### src/rtl/memory_pkg.sv
// Shared memory-stage types: write-buffer entries and requests, D-cache write
// request, and the store buffer drain state.
package memory_pkg;

  typedef logic [7:0] u8;
  typedef logic [7:0] strobe_t;

  typedef enum logic [1:0] {
    MSIZE_B = 2'd0,
    MSIZE_H = 2'd1,
    MSIZE_W = 2'd2,
    MSIZE_D = 2'd3
  } msize_t;

  typedef struct packed {
    logic        valid;
    logic [31:0] addr;
    msize_t      msize;
    strobe_t     strobe;
    u8 [7:0]     data;
  } wbuffer_entry_t;

  typedef struct packed {
    logic        valid;
    logic [31:0] addr;
    msize_t      msize;
    strobe_t     strobe;
    u8 [7:0]     data;
  } wbuffer_wreq_t;

  typedef struct packed {
    logic valid;
  } wbuffer_creq_t;

  typedef struct packed {
    logic [31:0] addr;
  } wbuffer_rreq_t;

  typedef struct packed {
    strobe_t valid;
    u8 [7:0] data;
  } wbuffer_rresp_t;

  typedef enum logic {
    IDLE = 1'b0,
    BUSY = 1'b1
  } sb_state_t;

  typedef struct packed {
    logic        valid;
    logic [31:0] addr;
    msize_t      msize;
    strobe_t     strobe;
    u8 [7:0]     data;
  } wbuffer_dreq_t;

  localparam int SB_DEPTH = 8;

endpackage

### src/rtl/sb_forward.sv
// Load forwarding merge: per byte, the youngest buffered store to the same
// doubleword with that strobe bit set supplies the byte.
module sb_forward
  import memory_pkg::*;
#(
  parameter int DEPTH = SB_DEPTH,
  parameter int PTR_W = $clog2(DEPTH)
) (
  input  wbuffer_entry_t [DEPTH-1:0] entries,
  input  logic [PTR_W-1:0]           head,
  input  logic [PTR_W:0]             count,
  input  wbuffer_rreq_t              rreq,
  output wbuffer_rresp_t             rresp
);

  wbuffer_entry_t e;
  logic           unused_bits;

  // Byte offset and size only matter to the matching entries' strobes.
  assign unused_bits = ^{rreq.addr[2:0], entries};

  // Walking oldest to youngest lets later matches overwrite earlier ones.
  always_comb begin
    rresp = '0;
    e     = '0;
    for (int k = 0; k < DEPTH; k++) begin
      e = entries[head + PTR_W'(k)];
      if (((PTR_W+1)'(k) < count) && e.valid && (e.addr[31:3] == rreq.addr[31:3])) begin
        for (int b = 0; b < 8; b++) begin
          if (e.strobe[b]) begin
            rresp.valid[b] = 1'b1;
            rresp.data[b]  = e.data[b];
          end
        end
      end
    end
  end

endmodule

### src/rtl/store_buffer.sv
// Write buffer controller: speculative enqueue, in-order commit, flush of
// uncommitted stores, one-at-a-time drain to the D-cache, load forwarding.
module store_buffer
  import memory_pkg::*;
#(
  parameter int DEPTH = SB_DEPTH,
  parameter int PTR_W = $clog2(DEPTH)
) (
  input  logic           clk,
  input  logic           resetn,
  input  wbuffer_wreq_t  wreq,
  output logic           wreq_ready,
  input  wbuffer_creq_t  creq,
  input  logic           flush,
  input  wbuffer_rreq_t  rreq,
  output wbuffer_rresp_t rresp,
  output logic           dreq_valid,
  output logic [31:0]    dreq_addr,
  output msize_t         dreq_msize,
  output strobe_t        dreq_strobe,
  output u8 [7:0]        dreq_data,
  input  logic           dreq_ready,
  output logic           full,
  output logic           empty,
  output logic           drained
);

  localparam logic [PTR_W:0] DEPTH_CNT = (PTR_W+1)'(DEPTH);

  logic [PTR_W-1:0] head, cptr, tail, cptr_c, rel;
  logic [PTR_W:0]   count, ccount, ccount_n, uncmt_c;
  logic [DEPTH-1:0] ent_valid, discard;
  logic [31:0]      ent_addr   [DEPTH];
  msize_t           ent_msize  [DEPTH];
  strobe_t          ent_strobe [DEPTH];
  u8 [7:0]          ent_data   [DEPTH];
  wbuffer_entry_t [DEPTH-1:0] entries;
  sb_state_t        state, state_n;
  logic             enq, cmt, deq, load;

  assign full       = (count == DEPTH_CNT);
  assign empty      = (count == '0);
  assign wreq_ready = !full && !flush;
  assign enq        = wreq.valid && wreq_ready;
  assign cmt        = creq.valid && (count != ccount);
  assign deq        = (state == BUSY) && dreq_ready;
  assign dreq_valid = (state == BUSY);
  assign drained    = (ccount == '0) && (state == IDLE);

  // Flush acts after this cycle's commit, so it rewinds to the advanced cptr.
  assign cptr_c   = cptr + PTR_W'(cmt);
  assign uncmt_c  = count - ccount - (PTR_W+1)'(cmt);
  assign ccount_n = ccount + (PTR_W+1)'(cmt) - (PTR_W+1)'(deq);

  always_comb begin
    discard = '0;
    rel     = '0;
    for (int i = 0; i < DEPTH; i++) begin
      rel        = PTR_W'(i) - cptr_c;
      discard[i] = flush && ({1'b0, rel} < uncmt_c);
    end
  end

  always_ff @(posedge clk or negedge resetn) begin
    if (!resetn) begin
      head      <= '0;
      cptr      <= '0;
      tail      <= '0;
      count     <= '0;
      ccount    <= '0;
      ent_valid <= '0;
    end else begin
      head   <= head + PTR_W'(deq);
      cptr   <= cptr_c;
      ccount <= ccount_n;
      if (flush) begin
        tail  <= cptr_c;
        count <= ccount_n;
      end else begin
        tail  <= tail + PTR_W'(enq);
        count <= count + (PTR_W+1)'(enq) - (PTR_W+1)'(deq);
      end
      if (deq) ent_valid[head] <= 1'b0;
      if (enq) ent_valid[tail] <= 1'b1;
      ent_valid <= (deq || enq) ? ent_valid_upd() : (ent_valid & ~discard);
    end
  end

  function automatic logic [DEPTH-1:0] ent_valid_upd();
    logic [DEPTH-1:0] v;
    v = ent_valid & ~discard;
    if (deq) v[head] = 1'b0;
    if (enq) v[tail] = 1'b1;
    return v;
  endfunction

  always_ff @(posedge clk or negedge resetn) begin
    if (!resetn) state <= IDLE;
    else         state <= state_n;
  end

  // The head fields are captured as the drain FSM leaves IDLE.
  always_comb begin
    state_n = state;
    load    = 1'b0;
    case (state)
      IDLE: if (ccount != '0) begin
        state_n = BUSY;
        load    = 1'b1;
      end
      BUSY: if (dreq_ready) state_n = IDLE;
      default: state_n = IDLE;
    endcase
  end

  always_ff @(posedge clk) begin
    if (enq) begin
      ent_addr[tail]   <= wreq.addr;
      ent_msize[tail]  <= wreq.msize;
      ent_strobe[tail] <= wreq.strobe;
      ent_data[tail]   <= wreq.data;
    end
    if (load) begin
      dreq_addr   <= ent_addr[head];
      dreq_msize  <= ent_msize[head];
      dreq_strobe <= ent_strobe[head];
      dreq_data   <= ent_data[head];
    end
  end

  always_comb begin
    for (int i = 0; i < DEPTH; i++) begin
      entries[i].valid  = ent_valid[i];
      entries[i].addr   = ent_addr[i];
      entries[i].msize  = ent_msize[i];
      entries[i].strobe = ent_strobe[i];
      entries[i].data   = ent_data[i];
    end
  end

  sb_forward #(
    .DEPTH(DEPTH),
    .PTR_W(PTR_W)
  ) u_forward (
    .entries(entries),
    .head   (head),
    .count  (count),
    .rreq   (rreq),
    .rresp  (rresp)
  );

endmodule
### config.mk
export PLATFORM = sky130hd
export DESIGN_NAME = store_buffer
export DESIGN_NICKNAME = d
export VERILOG_FILES = /design/src/rtl/memory_pkg.sv /design/src/rtl/sb_forward.sv /design/src/rtl/store_buffer.sv
export SDC_FILE = /design/constraint.sdc
export NUM_CORES = 2
export LEC_CHECK = 0
export BUFFER_PORTS_ARGS = -buffer_cell sky130_fd_sc_hd__buf_4
export CORE_MARGIN = 1
export CORE_UTILIZATION = 35
export CTS_CLUSTER_SIZE = 40
export DETAILED_ROUTE_END_ITERATION = 12
export GPL_TIMING_DRIVEN = 0
export PLACE_DENSITY = 0.54
export SETUP_SLACK_MARGIN = 0.3
export SYNTH_ARGS = -nofsm -noshare
export SYNTH_HDL_FRONTEND = slang
export SYNTH_SLANG_ARGS = --single-unit
### constraint.sdc
create_clock -name clk -period 28.3 [get_ports clk]
set_clock_uncertainty 0.15 [all_clocks]
set_input_delay 5.66 -clock clk [delete_from_list [all_inputs] [get_ports clk]]
set_output_delay 5.66 -clock clk [all_outputs]
set_load 0.05 [all_outputs]
### Word-level counts from Yosys, hierarchy flattened

Memory sizes are Yosys's and may differ from the RTL's. A register that Yosys moved wholly into a read port is not among the register bits.
Cells that the tools add are included.

| word-level totals | value |
|---|---|
| memories | 4 |
| memory bits (writable) | 848 |
| output and inout port bits | 183 |
| bits in registers | 26 |
| word-level logic and storage cells | 282 |
| input bits | 144 |

Memory list:

| memory | words | bits a word | rd ports | clocked after Yosys merged registers in | write ports | RTL line | source |
|---|---|---|---|---|---|---|---|
| ent_data | 8 | 64 | 9 | 1 | 1 | store_buffer.sv:36 | `u8 [7:0] ent_data [DEPTH];` |
| ent_addr | 8 | 32 | 9 | 1 | 1 | store_buffer.sv:33 | `logic [31:0] ent_addr [DEPTH];` |
| ent_strobe | 8 | 8 | 9 | 1 | 1 | store_buffer.sv:35 | `strobe_t ent_strobe [DEPTH];` |
| ent_msize | 8 | 2 | 9 | 1 | 1 | store_buffer.sv:34 | `msize_t ent_msize [DEPTH];` |

| cells by class | value |
|---|---|
| order comparisons | 27 |
| equality and inequality tests | 10 |
| muxes and demuxes | 167 |
| reductions and logical operators | 37 |
| $add $sub $neg | 24 |
| bitwise operators | 6 |

Operator list:

| operator | count |
|---|---|
| 107-bit binary-select mux with 3-bit select | 8 |
| 107-bit two-way mux | 8 |
| 72-bit two-way mux | 8 |
| 8-bit two-way mux | 67 |
| 29-bit == test | 8 |
| 1-bit two-way mux | 71 |
| 3-bit by 4-bit < comparator with 1-bit output (second input constant) | 9 |
| 3-bit by 4-bit < comparator with 1-bit output | 8 |
| 1-bit logical AND | 31 |
| 8-bit AND | 2 |
| 3-bit by 4-bit < comparator with 1-bit output (first input constant) | 4 |
| 8-bit NOT | 2 |
| 3-bit adder (second input constant) | 4 |
| 3-bit subtractor (first input constant) | 4 |
| 4-bit by 1-bit subtractor with 4-bit output | 3 |
| 3-bit by 1-bit adder with 3-bit output | 3 |
| 4-bit by 1-bit adder with 4-bit output | 2 |
| 4-bit zero test | 2 |
| 1-bit by 4-bit < comparator with 1-bit output (first input constant) | 2 |
| 2-bit by 4-bit < comparator with 1-bit output (first input constant) | 2 |
| 8-bit OR | 1 |
| 3-bit by 2-bit adder with 3-bit output (second input constant) | 2 |
| 1-bit demux with 3-bit select | 2 |
| 3-bit by 1-bit greater-or-equal comparator with 1-bit output (second input constant) | 2 |
| 13 further kinds | 16 |

### Depth between registers and ports, before layout

| logic depth | value |
|---|---|
| word-level depth | 19 |
| mapped depth | 26 |
| gate-level depth less buffers | 15 |

### Modules after synthesis

A second synthesis with hierarchy kept.

| second synthesis, totals | value |
|---|---|
| cells, all modules | 6,531 |
| area total of the unflattened synthesis | 78,928.2 sq um |

Modules (own cells, without submodules):

| module | seq. area each (sq um) | times used | cells an instance | area each (sq um) |
|---|---|---|---|---|
| sb_forward | 0.0 | 1 | 4,454 | 41,503.6 |
| store_buffer | 29,298.1 | 1 | 2,077 | 37,424.6 |

### Worst setup path before layout

No wires, ideal clock.

| timing | value |
|---|---|
| path kind | in2reg |
| from | input port flush |
| to | memory ent_addr[0][0] (enable) |
| library setup time | 0.833 ns |
| required time | 27.317 ns |
| buffers on the path | 1 |
| data arrival time | 16.840 ns |
| setup slack | 10.477 ns |
| stages on the path | 4 |
| path through | clkbuf_1 -> nor2_1 -> nand2_1 -> nor4_1 |

| on the way | value |
|---|---|
| cells in the longest elaborated chain, start to end | 5 |

Ends and longest elaborated chain:

| what | RTL line | source |
|---|---|---|
| start, declared | store_buffer.sv:14 | `input logic flush,` |
| 1-bit zero test | store_buffer.sv:43 | `assign wreq_ready = !full && !flush;` |
| 1-bit logical AND | store_buffer.sv:43 |  |
| via wreq_ready | store_buffer.sv:12 | `output logic wreq_ready,` |
| 1-bit logical AND | store_buffer.sv:44 | `assign enq = wreq.valid && wreq_ready;` |
| 1-bit two-way mux | store_buffer.sv:117 | `if (enq) begin` |
| 1-bit two-way mux (not written as such) | store_buffer.sv:118 | `ent_addr[tail] <= wreq.addr;` |
| end, declared | store_buffer.sv:33 |  |

The timed path passes the listed nets, and every way through them passes these cells.

==> results.sh <==
export IMPL_run_status="finished, violations left"
export IMPL_violated_checks="max-capacitance violations, max-slew violations"
export IMPL_max_freq_mhz=54.7
export IMPL_timing_hold_ws_ns=0.432
export IMPL_p_int_mw=5.71
export IMPL_layout_drive_gt1_share_pct=32.9
export IMPL_synthesized_area_per_cell_um2=13.6
export IMPL_dpl_hpwl_um=276000
export IMPL_cp_end_kind="output pin"
export IMPL_synth_enable_flop_cells=954
export IMPL_synthCells=5282
export IMPL_avgRoutedWirePerCell_um=44.1
export IMPL_sequential_share_of_the_synthesized_area_pct=40.8
export IMPL_ir_worst_vdd_uv=101
export IMPL_layout_area_overhead_vs_synth_pct=15.2
export IMPL_synth_cell_type_count=78
export IMPL_depth_of_the_most_critical_reg_to_reg_path=14
export IMPL_cts_resized_gates=0
export IMPL_placeableCoreArea_um2=203000
export IMPL_drc=0
export IMPL_initial_core_util_pct=35.4
export IMPL_grt_max_degree=37
export IMPL_synth_xor_area_share_pct=2.42
export IMPL_crit_top_cell="sky130_fd_sc_hd__buf_4"
export IMPL_clk_path_buf_depth=3
export IMPL_drv_max_cap_violation_count=12
export IMPL_regToRegStartpoint="head[0]"
export IMPL_switching_share_pct=53.2
export IMPL_critical_path_cell_chain="buf_1, clkinv_1, and2_1, o41ai_1, nand4_1, nor4_4, buf_4, nand2_1, nand3_1, o221ai_1, a41o_1, buf_4"
export IMPL_hold_path_class="reg -> reg"
export IMPL_startpoint_type_of_the_worst_setup_path="input pin"
export IMPL_first_iter_violations=10804
export IMPL_critPathRequiredTime_ns=22.49
export IMPL_htree_num_levels=3
export IMPL_clk_pin_slew_worst_paths_ns=0.06
export IMPL_synth_compound_area_share_pct=8.30
export IMPL_switchingPower_mw=6.49
export IMPL_die_height_um=455
export IMPL_path_class="in -> out"
export IMPL_fp_dieArea_um2=207000
export IMPL_multi_input_area_um2=40300
export IMPL_die_w_um=455
export IMPL_comb_power_share_pct=71.3
export IMPL_route_detailed_vias_per_inst=7.06
export IMPL_synth_seq_cells=980
export IMPL_overflow=0
export IMPL_synth_fa_ha_area_share_pct=0.843
export IMPL_synth_warning_count=0
export IMPL_design_portCount=327
export IMPL_async_set_or_reset_flop_fraction_in_the_synthesized_netlist_pct=2.65
export IMPL_syn_area_um2=71900
export IMPL_synthesized_net_count=5472
export IMPL_setup_viol=0
export IMPL_grt_first_pass_wirelength_um=504000
export IMPL_wl_um=379000
export IMPL_final_hold_viol_count=0
export IMPL_cts_post_setup_buffers_inserted=0
export IMPL_rows=165
export IMPL_tritoncts_num_sinks=980
export IMPL_synth_simple_area_share_pct=8.47
export IMPL_grt_use_total_pct=35.8
export IMPL_critical_path_slowest_cell="sky130_fd_sc_hd__nor4_4"
export IMPL_clk_latency_ns=0.84
export IMPL_numCtsBuffers=114
export IMPL_hold_path_endpoint="head[0]"
export IMPL_path_max_fanout=10
export IMPL_seq_power_share_pct=16.1
export IMPL_r2r_end="dreq_addr[0]"
export IMPL_drt_pre_antenna_iters=9
export IMPL_nNetsFinal=5987
export IMPL_period_utilization_post_route_pct=64.6
export IMPL_root_buffer="sky130_fd_sc_hd__clkbuf_16"
export IMPL_powerDensity_nw_per_um2=147
export IMPL_drt_antenna_violating_nets=0
export IMPL_layout_core_utilization_pct=40.8
export IMPL_timing_hold_worst_start="head[0]"
export IMPL_synth_mux_area_share_pct=35.9
export IMPL_final_fill_count=18966
export IMPL_reg2reg_slack_ns=21.14
export IMPL_seq_area_um2=29300
export IMPL_postCtsHoldBufs=0
export IMPL_synth_top_flop_cell="sky130_fd_sc_hd__edfxtp_1"
export IMPL_gp_routability_congestion=1.08
export IMPL_grt_setup_unrepaired="no"
export IMPL_grt_antenna_before_repair=50
export IMPL_dr_total_vias=60594
export IMPL_cts_tree="yes"
export IMPL_max_slew_worst_pin_slew_ns=1.64
export IMPL_timing_slew_headroom_pct=-9.13
export IMPL_share_clk_of_total_power_pct=12.6
export IMPL_drv_slew=85
export IMPL_grt_pass1_vias=56761
export IMPL_worst_hold_path_num_cells=1
export IMPL_leakagePower_nw=28.7
export IMPL_critical_path_max_stage_delay_ns=1.18
export IMPL_io_buffer_count=302
export IMPL_timing_final_crit_period_ns=18.28
export IMPL_main_combinational_cell_family_by_area_after_synthesis="multiplexers"
export IMPL_cp_arrival_ns=12.47
[worst max-delay path by stage]
stage | startpoint | end
2_1_floorplan | flush | ent_addr[0][0]
3_3_place_gp | flush | ent_data[0][21]
3_5_place_dp | rreq[4] | rresp[40]
4_1_cts | rreq[4] | rresp[40]
5_1_grt | rreq[4] | rresp[6]
6_report | rreq[3] | rresp[55]
[critical path, delay by kind of cell]
family / cells / cell delay, ns
simple gates: 5 / 2.85
buf+inv: 4 / 2.73
compound gates: 3 / 1.20
[flip-flops by register name (all words and copies together) (netlist names)]
signal and count:
ccount 4, count 4, cptr 3, dreq_addr 32, dreq_data 64, dreq_msize 2
dreq_strobe 8, dreq_valid 1, ent_addr 256, ent_data 512, ent_msize 16, ent_strobe 64
ent_valid 8, head 3, tail 3
[per-stage QoR]
step | TNS [ns] | power (mW) | instance area [um2] | setup slack [ns] | instances
final | 0 | 12.2 | 82800 | 10.02 | 8588
after CTS | 0 | 11.9 | 82700 | 10.49 | 8563
after global routing | 0 | 12.4 | 82800 | 10.24 | 8579
after floorplan | 0 | 7.04 | 71900 | 10.48 | 5282
after detailed placement | 0 | 10.3 | 78900 | 10.51 | 8351
after global placement | -677.08 | 10.3 | 77500 | -6.43 | 8256
[kinds of logic (layout without fill, tap and decap cells)]
| group | Yosys count | after routing |
|---|---|---|
| xor+xnor | 198 | 198 |
| other cells | 0 | 23 |
| simple gates | 1246 | 1246 |
| flops | 980 | 980 |
| buf+inv | 514 | 1125 |
| mux | 1504 | 1504 |
| compound gates | 794 | 794 |
| fa+ha+maj | 46 | 46 |
[synthesized netlist by cell type (17+ instances only)]
master,number,area share [%]
sky130_fd_sc_hd__a21o_1,21,0.22
sky130_fd_sc_hd__a21oi_1,176,1.2
sky130_fd_sc_hd__a221oi_1,28,0.34
sky130_fd_sc_hd__a22oi_1,37,0.39
sky130_fd_sc_hd__a311o_1,64,0.89
sky130_fd_sc_hd__a31o_2,57,0.69
sky130_fd_sc_hd__a41o_1,64,0.89
sky130_fd_sc_hd__and2_1,17,0.15
sky130_fd_sc_hd__buf_1,66,0.34
sky130_fd_sc_hd__buf_2,123,0.86
sky130_fd_sc_hd__buf_4,58,0.61
sky130_fd_sc_hd__clkbuf_1,203,1.1
sky130_fd_sc_hd__dfrtp_1,26,0.91
sky130_fd_sc_hd__edfxtp_1,954,40
sky130_fd_sc_hd__ha_1,42,0.73
sky130_fd_sc_hd__inv_1,45,0.24
sky130_fd_sc_hd__mux2_2,138,2.2
sky130_fd_sc_hd__mux2i_1,521,7.3
sky130_fd_sc_hd__mux4_2,845,26
sky130_fd_sc_hd__nand2_1,656,3.4
sky130_fd_sc_hd__nand3_1,165,1.1
sky130_fd_sc_hd__nand3b_1,66,0.69
sky130_fd_sc_hd__nand4_1,31,0.27
sky130_fd_sc_hd__nand4b_1,17,0.21
sky130_fd_sc_hd__nor2_1,55,0.29
sky130_fd_sc_hd__nor3_1,40,0.28
sky130_fd_sc_hd__nor4_1,26,0.23
sky130_fd_sc_hd__o211ai_1,70,0.73
sky130_fd_sc_hd__o21ai_0,41,0.29
sky130_fd_sc_hd__o221ai_1,73,0.89
sky130_fd_sc_hd__o22ai_1,47,0.41
sky130_fd_sc_hd__or2_2,68,0.59
sky130_fd_sc_hd__xnor2_1,169,2.1
sky130_fd_sc_hd__xor2_1,28,0.34
[cells in the final DEF (no fill, tap or decap), types with 73 or more instances in the layout]
cell                          n
sky130_fd_sc_hd__nand2_1    656
sky130_fd_sc_hd__a21oi_1    175
sky130_fd_sc_hd__buf_4      388
sky130_fd_sc_hd__o221ai_1    73
sky130_fd_sc_hd__buf_2      126
sky130_fd_sc_hd__mux2i_1    521
sky130_fd_sc_hd__edfxtp_1   954
sky130_fd_sc_hd__clkbuf_16  116
sky130_fd_sc_hd__clkbuf_1   217
sky130_fd_sc_hd__xnor2_1    166
sky130_fd_sc_hd__mux2_2     138
sky130_fd_sc_hd__mux4_2     845
sky130_fd_sc_hd__nand3_1    165
[layer usage]
layer	global-route usage [%]	part of all wire, %	vias to the layer above
met5	0	0.068	-
met4	18.7	6.1	18
met3	11.8	13	976
met2	50.7	42	5281
met1	48.4	39	31374
li1	-	-	22945
[power by group through the flow]
stage | Combinational (mW) | Clock, mW | Sequential (mW)
floorplan | 4.86 | 0 | 2.18
global placement | 8.26 | 0 | 2.05
detailed placement | 8.32 | 0 | 1.98
CTS | 8.36 | 1.55 | 1.96
global route | 8.79 | 1.60 | 1.97
finish | 8.69 | 1.54 | 1.96
[layout make-up]
type	instances	area share, %
sequential	980	35.4
timing repair buffer	399	4.33
multi-input combinational	3788	48.7
clock buffer	132	3.59
clock inverter	80	1.01
antenna	23	0.0695
tap	2672	4.04
buffer	458	2.60
inverter	56	0.254
Note: power is estimated with default switching activity, not from simulation.
